### config.mk
export PLATFORM = sky130hd
export DESIGN_NAME = saph_int_stepper
export DESIGN_NICKNAME = d
export VERILOG_FILES = /design/src/rtl/saph_int_stepper.sv
export SDC_FILE = /design/constraint.sdc
export NUM_CORES = 1
export LEC_CHECK = 0
export ABC_AREA = 0
export CORE_ASPECT_RATIO = 0.6
export CORE_MARGIN = 4
export CORE_UTILIZATION = 46
export DETAILED_ROUTE_END_ITERATION = 10
export PLACE_DENSITY = 0.81
export SYNTH_ARGS = -nofsm -noshare
export SYNTH_HDL_FRONTEND = slang
export SYNTH_SLANG_ARGS = --single-unit
### constraint.sdc
create_clock -name clk_i -period 3.75 [get_ports clk_i]
set_input_delay 0.75 -clock clk_i [delete_from_list [all_inputs] [get_ports clk_i]]
set_output_delay 0.75 -clock clk_i [all_outputs]
set_load 0.1 [all_outputs]
### src/rtl/saph_int_stepper.sv
// saph_int_stepper
//   NUMBERS signed accumulators stepped through ADDERS time-shared adders.
//   STEP_X adds inc_x to cur; STEP_Y adds inc_y to row and copies the sum to
//   cur; RESTORE copies row to cur; NOP only pulses done. Wide commands are
//   processed one bank of ADDERS lanes per cycle. Results are wrapped or
//   clamped depending on SATURATE.
//
//   State table:
//     S_IDLE | waiting for a command; cmd_ready high
//     S_BUSY | stepping lanes bank by bank; bank_q selects the active lanes
//
// Ports
//   clk_i        core clock
//   rst_i        synchronous reset, active high
//   latch_i      load init/inc_x/inc_y; aborts any in-flight command
//   init_i       initial values, one per lane
//   inc_x_i      X-step increments
//   inc_y_i      Y-step increments
//   cmd_valid_i  command request
//   cmd_i        0 STEP_X, 1 STEP_Y, 2 RESTORE, 3 NOP
//   cmd_ready_o  command accepted when cmd_valid_i && cmd_ready_o at posedge
//   done_o       one-cycle pulse: command complete, cur/row final
//   cur_o        current values
//   row_o        row-start values
module saph_int_stepper #(
    parameter int WIDTH    = 16,
    parameter int NUMBERS  = 4,
    parameter int ADDERS   = 2,
    parameter int SATURATE = 0
) (
    input  logic                            clk_i,
    input  logic                            rst_i,
    input  logic                            latch_i,
    input  logic [NUMBERS-1:0][WIDTH-1:0]   init_i,
    input  logic [NUMBERS-1:0][WIDTH-1:0]   inc_x_i,
    input  logic [NUMBERS-1:0][WIDTH-1:0]   inc_y_i,
    input  logic                            cmd_valid_i,
    input  logic [1:0]                      cmd_i,
    output logic                            cmd_ready_o,
    output logic                            done_o,
    output logic [NUMBERS-1:0][WIDTH-1:0]   cur_o,
    output logic [NUMBERS-1:0][WIDTH-1:0]   row_o
);

    localparam int BANKS  = (NUMBERS + ADDERS - 1) / ADDERS;
    localparam int BANK_W = (BANKS > 1) ? $clog2(BANKS) : 1;

    typedef enum logic {S_IDLE, S_BUSY} state_t;
    typedef enum logic [1:0] {OP_STEP_X = 2'd0, OP_STEP_Y = 2'd1,
                              OP_RESTORE = 2'd2, OP_NOP = 2'd3} op_t;

    state_t                          state_q, state_d;
    logic [BANK_W-1:0]               bank_q, bank_d;
    logic                            step_y_q, step_y_d;
    logic                            done_q, done_d;
    logic [NUMBERS-1:0][WIDTH-1:0]   cur_q, cur_d;
    logic [NUMBERS-1:0][WIDTH-1:0]   row_q, row_d;
    logic [NUMBERS-1:0][WIDTH-1:0]   inc_x_q, inc_x_d;
    logic [NUMBERS-1:0][WIDTH-1:0]   inc_y_q, inc_y_d;

    logic [ADDERS-1:0][WIDTH-1:0]    add_a, add_b, add_sum;

    // Sum at WIDTH+1 bits; overflow shows as the two top bits disagreeing.
    function automatic logic [WIDTH-1:0] add_fold(input logic [WIDTH-1:0] a,
                                                  input logic [WIDTH-1:0] b);
        logic [WIDTH:0] s;
        s = {a[WIDTH-1], a} + {b[WIDTH-1], b};
        if (SATURATE != 0 && s[WIDTH] != s[WIDTH-1]) begin
            return s[WIDTH] ? {1'b1, {(WIDTH-1){1'b0}}} : {1'b0, {(WIDTH-1){1'b1}}};
        end
        return s[WIDTH-1:0];
    endfunction

    assign cmd_ready_o = !rst_i && !latch_i && (state_q == S_IDLE);
    assign done_o      = done_q;
    assign cur_o       = cur_q;
    assign row_o       = row_q;

    // Lane i is always served by adder i%ADDERS during bank i/ADDERS, so the
    // operand mux and write-back use only constant lane indices.
    always_comb begin
        add_a = '0;
        add_b = '0;
        for (int i = 0; i < NUMBERS; i++) begin
            if (int'(bank_q) == i / ADDERS) begin
                add_a[i % ADDERS] = step_y_q ? row_q[i]   : cur_q[i];
                add_b[i % ADDERS] = step_y_q ? inc_y_q[i] : inc_x_q[i];
            end
        end
        for (int k = 0; k < ADDERS; k++) begin
            add_sum[k] = add_fold(add_a[k], add_b[k]);
        end
    end

    always_comb begin
        state_d  = state_q;
        bank_d   = bank_q;
        step_y_d = step_y_q;
        done_d   = 1'b0;
        cur_d    = cur_q;
        row_d    = row_q;
        inc_x_d  = inc_x_q;
        inc_y_d  = inc_y_q;
        if (latch_i) begin
            cur_d   = init_i;
            row_d   = init_i;
            inc_x_d = inc_x_i;
            inc_y_d = inc_y_i;
            state_d = S_IDLE;
            bank_d  = '0;
        end else begin
            case (state_q)
                S_IDLE: begin
                    if (cmd_valid_i) begin
                        case (op_t'(cmd_i))
                            OP_STEP_X, OP_STEP_Y: begin
                                step_y_d = cmd_i[0];
                                state_d  = S_BUSY;
                                bank_d   = '0;
                            end
                            OP_RESTORE: begin
                                cur_d  = row_q;
                                done_d = 1'b1;
                            end
                            default: done_d = 1'b1;
                        endcase
                    end
                end
                S_BUSY: begin
                    for (int i = 0; i < NUMBERS; i++) begin
                        if (int'(bank_q) == i / ADDERS) begin
                            cur_d[i] = add_sum[i % ADDERS];
                            if (step_y_q) row_d[i] = add_sum[i % ADDERS];
                        end
                    end
                    if (bank_q == BANK_W'(BANKS - 1)) begin
                        state_d = S_IDLE;
                        bank_d  = '0;
                        done_d  = 1'b1;
                    end else begin
                        bank_d = bank_q + BANK_W'(1);
                    end
                end
                default: begin
                    state_d = S_IDLE;
                    bank_d  = '0;
                end
            endcase
        end
    end

    always_ff @(posedge clk_i) begin
        if (rst_i) begin
            state_q  <= S_IDLE;
            bank_q   <= '0;
            step_y_q <= 1'b0;
            done_q   <= 1'b0;
            cur_q    <= '0;
            row_q    <= '0;
            inc_x_q  <= '0;
            inc_y_q  <= '0;
        end else begin
            state_q  <= state_d;
            bank_q   <= bank_d;
            step_y_q <= step_y_d;
            done_q   <= done_d;
            cur_q    <= cur_d;
            row_q    <= row_d;
            inc_x_q  <= inc_x_d;
            inc_y_q  <= inc_y_d;
        end
    end

endmodule

### Word-level counts from Yosys, hierarchy flattened

Index checks and enable logic that the tools add are counted.

| operators by class | value |
|---|---|
| eq/ne operators | 9 |
| add/sub/neg operators | 3 |
| bitwise logic cells | 2 |
| reductions and logical operators | 16 |
| mux-type cells | 40 |

Operators by type and width:

| kind | number |
|---|---|
| 16-bit two-way mux | 22 |
| 64-bit two-way mux | 5 |
| 64-bit case mux with 2 select lines | 1 |
| 16-bit adder | 2 |
| 3-bit AND reduction | 4 |
| 1-bit two-way mux | 9 |
| 3-bit by 2-bit inequality test with 1-bit output, second input constant | 2 |
| 3-bit inequality test, second input constant | 2 |
| 1-bit case mux with 2 select lines | 3 |
| 2-bit nonzero test | 3 |
| 2-bit inequality test, second input constant | 2 |
| 4-bit AND reduction | 1 |
| 2-bit OR reduction | 2 |
| 2-bit by 1-bit == test with 1-bit output, second input constant | 1 |
| 2-bit == test, second input constant | 1 |
| 1-bit logical AND | 2 |
| 1-bit zero test | 2 |
| 2-bit zero test | 1 |
| 2-bit by 1-bit inequality test with 1-bit output, second input constant | 1 |
| 1-bit NOT | 2 |
| 2-bit AND reduction | 1 |
| 1-bit adder, second input constant | 1 |

| storage, ports and cells | value |
|---|---|
| input bits | 198 |
| logic and storage cells | 90 |
| register bits after elaboration | 260 |
| output and inout bits | 130 |

### Depth between registers and ports, before layout

Gate-level depths: netlist (run 1).

| depth | value |
|---|---|
| depth in word-level cells | 7 |
| gate-level depth with buffers | 14 |
| depth with buffers taken out | 11 |

### Worst setup path after synthesis (run 1)

Ideal clock, no wire load.

| path | value |
|---|---|
| path type | input -> output |
| from | in latch_i |
| to | out cmd_ready_o |
| slack | -585 ps |
| data required time | 3000 ps |
| stages | 5 |
| data arrival time | 3585 ps |
| path buffers | 4 |
| path through | clkbuf_1 -> clkbuf_1 -> clkbuf_1 -> buf_1 -> nor3_1 |

| between the ends | value |
|---|---|
| longest elaborated chain between the ends | 3 |

Ends and longest elaborated chain:

| element | line | source |
|---|---|---|
| start: declaration | 33 | `input logic latch_i,` |
| 1-bit zero test | 74 | `assign cmd_ready_o = !rst_i && !latch_i && (state_q == S_IDLE);` |
| 1-bit logical AND (2 in a row) | 74 |  |
| end: declaration | 39 | `output logic cmd_ready_o,` |

No other way between the ends.

### Worst setup path after layout (run 1)

| path | value |
|---|---|
| from | reg bank_q |
| to | reg cur_q (netlist bit cur_o[44]) |

| between the ends | value |
|---|---|
| longest elaborated chain between the ends | 5 |
| elaborated cells on any way between the ends | 8 |
| classes of those cells | 1 x add/sub; 1 x eq/ne; 5 x mux; 1 x reduce/logical |

Ends and longest elaborated chain:

| element | line | source |
|---|---|---|
| start: declaration | 53 | `logic [BANK_W-1:0] bank_q, bank_d;` |
| start signal: assignment | 164 | `bank_q <= bank_d;` |
| 16-bit two-way mux | 85 | `if (int'(bank_q) == i / ADDERS) begin` |
| 16-bit adder | 67 | `s = {a[WIDTH-1], a} + {b[WIDTH-1], b};` |
| 16-bit two-way mux | 131 | `if (int'(bank_q) == i / ADDERS) begin` |
| 64-bit case mux with 2 select lines | 112 | `case (state_q)` |
| 64-bit two-way mux | 104 | `if (latch_i) begin` |
| end signal: assignment | 167 | `cur_q <= cur_d;` |
| end: declaration | 56 | `logic [NUMBERS-1:0][WIDTH-1:0] cur_q, cur_d;` |

Parallel ways exist; a longest one is shown, timed or not. The select of a mux whose other input is x is not followed.
A chain may end at the register's enable or synchronous reset.

==> results of run 1 <==
-- placed cells by master, fill, tap and decap left out, types with 31 or more instances in the layout --
cell,n
clkdlybuf4s50_1,319
dfxtp_1,258
nor2_1,247
mux2i_1,130
nand2_1,108
a21oi_1,93
mux4_2,62
o21ai_0,44
a211oi_1,39
a311oi_1,35
nor3_1,32
buf_4,32
inv_1,31
-- area by class of cell --
cell class / count / area share
Antenna cell: 1 / 0.000138
Clock buffer: 38 / 0.0429
Clock inverter: 9 / 0.00690
Inverter: 33 / 0.00684
Multi-Input combinational cell: 1060 / 0.428
Sequential cell: 260 / 0.288
Tap cell: 375 / 0.0259
Timing Repair Buffer: 363 / 0.202
-- sequential cells by signal, indices dropped and copies added, names as in the netlist --
signal and flops:
bank_q 1, cur_o 64, done_o 1, inc_x_q 64, inc_y_q 64, row_o 64, state_q 1, step_y_q 1
-- power by group through the flow --
stage / clock, mW / sequential (mW) / combinational, mW
final: 2.77 / 3.12 / 2.27
after global placement: 0 / 3.17 / 2.21
after CTS: 2.81 / 3.12 / 2.24
after global routing: 2.94 / 3.14 / 2.37
after detailed placement: 0 / 3.17 / 2.23
after floorplan: 0 / 3.86 / 0.796
-- metrics by stage --
stage               utilization  worst slack (ps)  power (mW)  instance area, um^2
floorplan                     -              88.4        4.66                13500
global placement          0.596               178        5.38                17200
detailed placement        0.596              31.5        5.40                17200
global route              0.629              2.08        8.45                18100
finish                    0.629               211        8.16                18100
CTS                       0.627              20.8        8.16                18100
-- worst max-delay path, stage by stage, from the launching register on --
cell and delay, ps:
dfxtp_4 520, buf_12 200, mux4_2 540, ha_1 250, inv_1 80, fa_1 210, nand2b_1 130, a21o_1 160
a21oi_1 90, buf_4 160, o311ai_0 490, o311ai_4 250, a2bb2oi_1 180, a211oi_1 90
-- routing by layer --
metal  share of wire  GRT usage
met1            0.41      0.391
met2            0.45      0.454
met3            0.11     0.0775
met4           0.032     0.0813
met5               0          0
-- final timing paths --
check,startpoint,to,slack [ps],depth (start not counted)
worst min-delay path,cur_o[35],cur_o[35],480,2
worst min register to register,cur_o[35],cur_o[35],480,2
worst max register to register,bank_q,cur_o[44],210,13
worst max-delay path,bank_q,cur_o[44],210,13
-- logic make-up (layout without fill, tap and decap cells) --
logic type               count (synthesis)  count (layout)
AO/OA/AOI/OAI                          338             338
flip-flops                             260             260
AND/OR/NAND/NOR                        474             474
XOR/XNOR                                24              24
other                                    0               1
buffers and inverters                  151             443
adder cells (fa/ha/maj)                 32              32
multiplexers                           192             192
-- repair_timing --
action	in CTS	in global routing
gates resized for setup	0	4
endpoints found under the setup margin	0	21
buffers inserted	0	1
==> flow_metrics.tcl, run 1 <==
set metrics [dict create \
    dp_cells 2090 \
    antenna_found_initial 0 \
    fp.dieH_um 141 \
    synthFlopType "dfxtp_1" \
    synth_top_area_frac 0.385 \
    dr_total_vias 13200 \
    cp.arrival_ps 3920 \
    status "complete, no violations" \
    dp_hpwl_mm 34.8 \
    tns_ps 0 \
    die_x_um 229 \
    p_seq_frac 0.382 \
    fp-row-count 48 \
    final_nets 1974 \
    grt_max_degree 103 \
    syn2layout_area_growth_pct 34.2 \
    synth_top_family_by_area "multiplexers" \
    synth_simple_gate_area_frac 0.151 \
    grt_pass1_wl_mm 74.0 \
    wl_mm 48.9 \
    cts_buffers 26 \
    setup_viol 0 \
    seq_area_frac_synth 0.385 \
    root_buffer "clkbuf_16" \
    muxShareOfSynthArea 0.200 \
    synth_adder_area_share 0.0308 \
    grt_pass1_vias 12700 \
    finalCritPeriodShare 0.944 \
    die_area_mm2 0.0323 \
    holdBufCountCts 0 \
    num-fill-cells 2320 \
    critPathRequiredTime_ps 4130 \
    coreArea_mm2 0.0288 \
    synthXorXnorAreaFrac 0.0156 \
    grt_usage 0.287 \
    power.leakage_nw 7.14 \
    place_congestion 0.972 \
    synth_warnings 0 \
    hold_slack_ps 476 \
    ant_nets 0 \
    multiInputGateArea_mm2 0.00776 \
    worst_slew_pin_slew_ps 1060 \
    path_clk_slew_ps 60 \
    cts_sinks 260 \
    syn-num-nets 1701 \
    p_per_area_mw_per_mm2 450 \
    clockPowerShare 0.340 \
    yosys-top-cells-count "260 x dfxtp_1, 248 x nor2_1, 130 x mux2i_1" \
    final_cells 2139 \
    crit_path_start_kind "register" \
    io_buffers 327 \
    vdd_ir_drop_max_mv 0.349 \
    synth_edf_count 0 \
    fin_skew_ps 11.9 \
    yosysMostFrequentCell "dfxtp_1" \
    cts_max_level 1 \
    regArea_mm2 0.00521 \
    drc 0 \
    maxSlewViolCount 0 \
    first_iter_violations 1561 \
    synthDistinctLibCells 66 \
    finalCriticalPeriod_ps 3540 \
    worstHoldPathType "register to register" \
    hold_viol 0 \
    fmax_mhz 283 \
    yosysTopAreaCell "dfxtp_1" \
    cts_tree "built" \
    combPwrFrac 0.278 \
    maxSlewHeadroom 0.288 \
    rsz0062_at_grt "no" \
    netlist_instances 1471 \
    netlist_area_mm2 0.0135 \
    async_flop_share 0 \
    clk_path_buf_depth 3 \
    switching_share 0.342 \
    cp-end-kind "register" \
    ys_ff_latch 260 \
    drtPass1Iterations 8 \
    initial_core_util 0.469 \
    drv_cap 0 \
    worstSetupPathType "register to register" \
    ys_top_cells_by_area "dfxtp_1 39%, mux4_2 10%, mux2i_1 9.6%" \
    grt_overflow 0 \
    synth_area_per_cell_um2 9.18 \
    drive_above_1_share 0.0959 \
    switchingPower_mw 2.79 \
    pin_count 328 \
    p_int_mw 5.37 \
    viasPerCell 6.18 \
    clk_latency_ps 540 \
    wl_per_cell_um 22.9 \
    synth_compound_area_frac 0.174 \
    worst-path-max-fanout 12 \
]
Note: power is estimated with default switching activity, not from simulation.
==> run 2: changes to the inputs <==
Settings changed: CELL_PAD_IN_SITES_DETAIL_PLACEMENT set to 1, CELL_PAD_IN_SITES_GLOBAL_PLACEMENT set to 1, CORE_MARGIN 4 to unset, CORE_UTILIZATION 46 to 34, PLACE_DENSITY 0.81 to 0.8.
==> run 2 against run 1 <==
Compared with the run above: combinational power barely moved; worst hold slack better by 15 ps; highest routed layer unchanged; largest cell class unchanged; flip-flop and latch count is the same; first-iteration DRC count decreased by 22%; register-to-register slack got worse by 90 ps; setup slack worse by 86 ps; clock-buffer cell count is 2 lower.
==> flow_metrics.tcl, run 2 (synthesized netlist as in run 1, its figures left out) <==
set metrics [dict create \
    drive_above_1_share 0.0989 \
    initial_core_util 0.345 \
    hold-path-cell-count 2 \
    cts_sinks 260 \
    grt_pass1_vias 13700 \
    switching_share 0.355 \
    final_nets 1980 \
    final_common_cell "clkdlybuf4s50_1" \
    pin_count 328 \
    coreArea_mm2 0.0391 \
    maxSlewViolCount 0 \
    crit_path_start_kind "register" \
    grt_max_degree 115 \
    n_antenna_cell 0 \
    status "complete, no violations" \
    wl_met2_mm 25.8 \
    clk_path_buf_depth 3 \
    rr_worst_depth 10 \
    dr_total_vias 13200 \
    die_x_um 259 \
    dp_cells 2239 \
    dr_wl_met3_mm 3.83 \
    root_buffer "clkbuf_16" \
    worstHoldPathType "register to register" \
    clockPowerShare 0.340 \
    fin_skew_ps 16.4 \
    wl_per_cell_um 23.8 \
    top_layer_used "met4" \
    cp-end-kind "register" \
    dp_hpwl_mm 39.8 \
    wl_mm 54.5 \
    p_int_mw 5.30 \
    tns_ps 0 \
    maxSlewHeadroom 0.276 \
    first_iter_violations 1220 \
    vdd_ir_drop_max_mv 0.240 \
    power.leakage_nw 7.16 \
    io_buffers 327 \
    post-route-util 0.469 \
    viasPerCell 5.74 \
    cts_tree "built" \
    ant_nets 0 \
    grt_usage 0.265 \
    fin_ws_ps 126 \
    fp.dieH_um 156 \
    hold_slack_ps 491 \
    place_congestion 0.930 \
    setup_viol 0 \
    finalCriticalPeriod_ps 3620 \
    rsz0062_at_grt "no" \
    p_per_area_mw_per_mm2 448 \
    p_seq_frac 0.381 \
    final_cells 2292 \
    grt_overflow 0 \
    fmax_mhz 276 \
    die_area_mm2 0.0406 \
    finalCritPeriodShare 0.967 \
    combPwrFrac 0.279 \
    syn2layout_area_growth_pct 35.7 \
    drtPass1Iterations 5 \
    worstSetupPathType "register to register" \
    switchingPower_mw 2.91 \
    critPathRequiredTime_ps 4170 \
    worst_slew_pin_slew_ps 1080 \
    layout_common_cells "321 x clkdlybuf4s50_1, 258 x dfxtp_1, 246 x nor2_1" \
    clk_latency_ps 570 \
    antenna_found_initial 0 \
    holdBufCountCts 0 \
    grt_pass1_wl_mm 82.8 \
    fp-row-count 56 \
    drv_cap 0 \
    cts_buffers 27 \
    hold_viol 0 \
    pre_cts_slack_ps 167 \
    cp.arrival_ps 4050 \
    cts_max_level 1 \
    drc 0 \
    path_clk_slew_ps 70 \
    worst-path-max-fanout 23 \
    met1_length_mm 23.0 \
]
==> run 2: cell count changes in the layout (fill, tap and decap cells not counted), moves of 2 or more <==
cell,change
clkbuf_8,-3
clkinv_2,+4
clkdlybuf4s50_1,+2
buf_4,+3
clkinv_4,+2
==> run 2: metal layers <==
layer / global-route usage / vias up
li1: - / 5954
met1: 0.343 / 6524
met2: 0.445 / 573
met3: 0.0475 / 109
met4: 0.0910 / 0
met5: 0 / -
==> run 2: what timing repair did <==
item / in CTS / in global routing
setup endpoints to repair: 0 / 14
setup buffers: 0 / 4
gates resized for setup: 0 / 2
==> run 2: path summary, 6_finish.rpt <==
path,start,to,slack (ps)
worst max-delay path,bank_q,cur_o[7],130
worst max register to register,bank_q,cur_o[7],130
worst min register to register,cur_o[36],cur_o[36],490
worst min-delay path,cur_o[36],cur_o[36],490
==> run 2: power groups by stage <==
| stage | Sequential [mW] | Combinational, mW | Clock, mW |
|---|---|---|---|
| final | 3.13 | 2.29 | 2.79 |
| after global routing | 3.14 | 2.41 | 2.94 |
| after CTS | 3.13 | 2.28 | 2.83 |
| after detailed placement | 3.18 | 2.26 | 0 |
| after global placement | 3.18 | 2.22 | 0 |
| after floorplan | 3.86 | 0.796 | 0 |
==> run 2: critical path, cell delays in order, from the launching register on <==
cell and delay, ps:
dfxtp_4 500, buf_12 260, mux4_2 580, ha_1 300
a21o_1 190, and4_1 250, o21ba_2 250, nor3_1 360
nor3_1 120, a2111oi_0 540, nor3_1 100
==> run 2: final cells by class <==
cell class,count,area [um^2]
clock buffer,36,761
timing repair buffer,368,3700
tap,522,653
multi-input combinational,1060,7750
inverter,33,124
fill,4439,20800
clock inverter,13,125
sequential,260,5210
==> run 2: through the flow <==
stage	power, mW	cell area (um^2)
final	8.21	18300
after detailed placement	5.45	17400
after floorplan	4.66	13500
after global routing	8.49	18300
after CTS	8.23	18300
after global placement	5.40	17400
==> run 3: changes to the inputs <==
Settings changed: CORE_MARGIN set to 8.
==> run 3 against run 2 <==
Compared with the run above: critical path depth is the same; die area is 15% higher; final area did not move; sequential share of layout area unchanged; clock power up 7%; worst hold slack about the same; global-route usage shrank 3.7 points; core utilization is the same; clock skew about the same; clock-buffer cell count up 1; flip-flop and latch count stayed put; setup slack better by 41 ps; largest power group unchanged; highest routed layer unchanged.
==> flow_metrics.tcl, run 3 (synthesized netlist as in run 1, its figures left out) <==
set metrics [dict create \
    switching_share 0.344 \
    fin_area_mm2 0.0183 \
    ant_nets 0 \
    status "complete, no violations" \
    fin_skew_ps 16.4 \
    drc 0 \
    antenna_found_initial 2 \
    syn2layout_area_growth_pct 35.7 \
    critPathRequiredTime_ps 4150 \
    layout_common_cells "316 x clkdlybuf4s50_1, 258 x dfxtp_1, 247 x nor2_1" \
    grt_pass1_vias 13900 \
    grt_pass1_wl_mm 84.1 \
    p_int_mw 5.49 \
    worst-path-max-fanout 16 \
    dr_total_vias 13100 \
    drive_above_1_share 0.0980 \
    tns_ps 0 \
    viasPerCell 5.71 \
    place_congestion 0.900 \
    root_buffer "clkbuf_16" \
    cts_buffers 27 \
    rsz0062_at_grt "no" \
    wl_mm 55.8 \
    io_buffers 327 \
    worstHoldPathType "register to register" \
    p_seq_frac 0.373 \
    worstSetupPathType "register to register" \
    final_nets 1975 \
    die_area_mm2 0.0466 \
    slowest_stage "mux4_2" \
    coreArea_mm2 0.0391 \
    clk_latency_ps 560 \
    setup_viol 0 \
    grt_usage 0.228 \
    switchingPower_mw 2.88 \
    fp.dieH_um 170 \
    crit_path_start_kind "register" \
    cp.arrival_ps 3990 \
    die_x_um 273 \
    wl_per_cell_um 24.4 \
    dp_hpwl_mm 40.9 \
    finalCritPeriodShare 0.956 \
    maxSlewHeadroom 0.208 \
    cp-end-kind "register" \
    fp-row-count 56 \
    grt_max_degree 107 \
    cts_sinks 260 \
    cts_max_level 1 \
    worst_slew_pin_slew_ps 1190 \
    fmax_mhz 279 \
    cp_common_cell "nor3_1" \
    placed_cell_area_mm2 0.0173 \
    vdd_ir_drop_max_mv 0.288 \
    clockPowerShare 0.356 \
    cpPeakStageDelay_ps 550 \
    first_iter_violations 1373 \
    drv_cap 0 \
    path_cells "buf_12 > mux4_2 > ha_1 > a21o_1 > and4_1 > o21ba_2 > nor3_1 > nor3_1 > a2111oi_1 > nor3_1" \
    finalCriticalPeriod_ps 3580 \
    final_common_cell "clkdlybuf4s50_1" \
    power.leakage_nw 7.15 \
    maxSlewViolCount 0 \
    hold_viol 0 \
    pin_count 328 \
    initial_core_util 0.345 \
    p_per_area_mw_per_mm2 457 \
    drtPass1Iterations 7 \
    path_clk_slew_ps 80 \
    clk_path_buf_depth 3 \
    cts_tree "built" \
    holdBufCountCts 0 \
    grt_overflow 0 \
    combPwrFrac 0.272 \
]
-- run 3: cell types whose count changed in the layout (fill, tap and decap cells not counted), sizes merged --
cell	before	now
clkinv	11	4
clkdlybuf4s50	321	316
bufinv	2	5
clkinvlp	1	4
diode	0	2
clkbuf	37	38
-- run 3: layout make-up --
| class | instances | area (um^2) |
|---|---|---|
| antenna | 2 | 5.00 |
| clock buffer | 37 | 763 |
| clock inverter | 12 | 195 |
| fill | 4374 | 20800 |
| inverter | 33 | 124 |
| multi-input combinational | 1060 | 7730 |
| sequential | 260 | 5210 |
| tap | 522 | 653 |
| timing repair buffer | 363 | 3640 |
-- run 3: repair_timing --
action | 4_1_cts | 5_1_grt
setup endpoints to repair | 0 | 10
setup buffers | 0 | 3
resized for setup | 0 | 1
-- run 3: power by group through the flow --
| stage | Combinational, mW | Clock, mW | Sequential, mW |
|---|---|---|---|
| final | 2.27 | 2.98 | 3.12 |
| after global routing | 2.39 | 3.14 | 3.14 |
| after CTS | 2.28 | 3.02 | 3.12 |
| after detailed placement | 2.26 | 0 | 3.18 |
| after global placement | 2.22 | 0 | 3.17 |
| after floorplan | 0.796 | 0 | 3.86 |
-- run 3: worst paths after layout --
check                   from  slack [ps]          to  cells after the start
setup reg to reg      bank_q         170   cur_o[39]                     10
hold reg to reg   inc_y_q[3]         490  inc_y_q[3]                      2
setup / recovery      bank_q         170   cur_o[39]                     10
hold / removal    inc_y_q[3]         490  inc_y_q[3]                      2
-- run 3: stage by stage --
stage          setup WS, ps  cells  hold WS (ps)   util  power, mW
6_report                167   2289           491  0.469       8.37
5_1_grt                11.9   2289           518  0.469       8.67
4_1_cts                 104   2284           496  0.468       8.42
3_5_place_dp            133   2235           481  0.444       5.44
3_3_place_gp            288   2235           469  0.444       5.39
2_1_floorplan          88.4   1471           455      -       4.66
-- run 3: metal layers --
metal,share of wire,GRT usage
met1,0.42,0.290
met2,0.49,0.392
met3,0.063,0.0429
met4,0.031,0.0678
met5,0,0
-- run 3: worst max-delay path: cells and delay by family (launching register included) --
family / cells / cell delay, ps
flip-flops: 1 / 480
AND/OR/NAND/NOR: 4 / 950
buffers and inverters: 1 / 220
multiplexers: 1 / 550
adder cells (fa/ha/maj): 1 / 300
AO/OA/AOI/OAI: 3 / 910
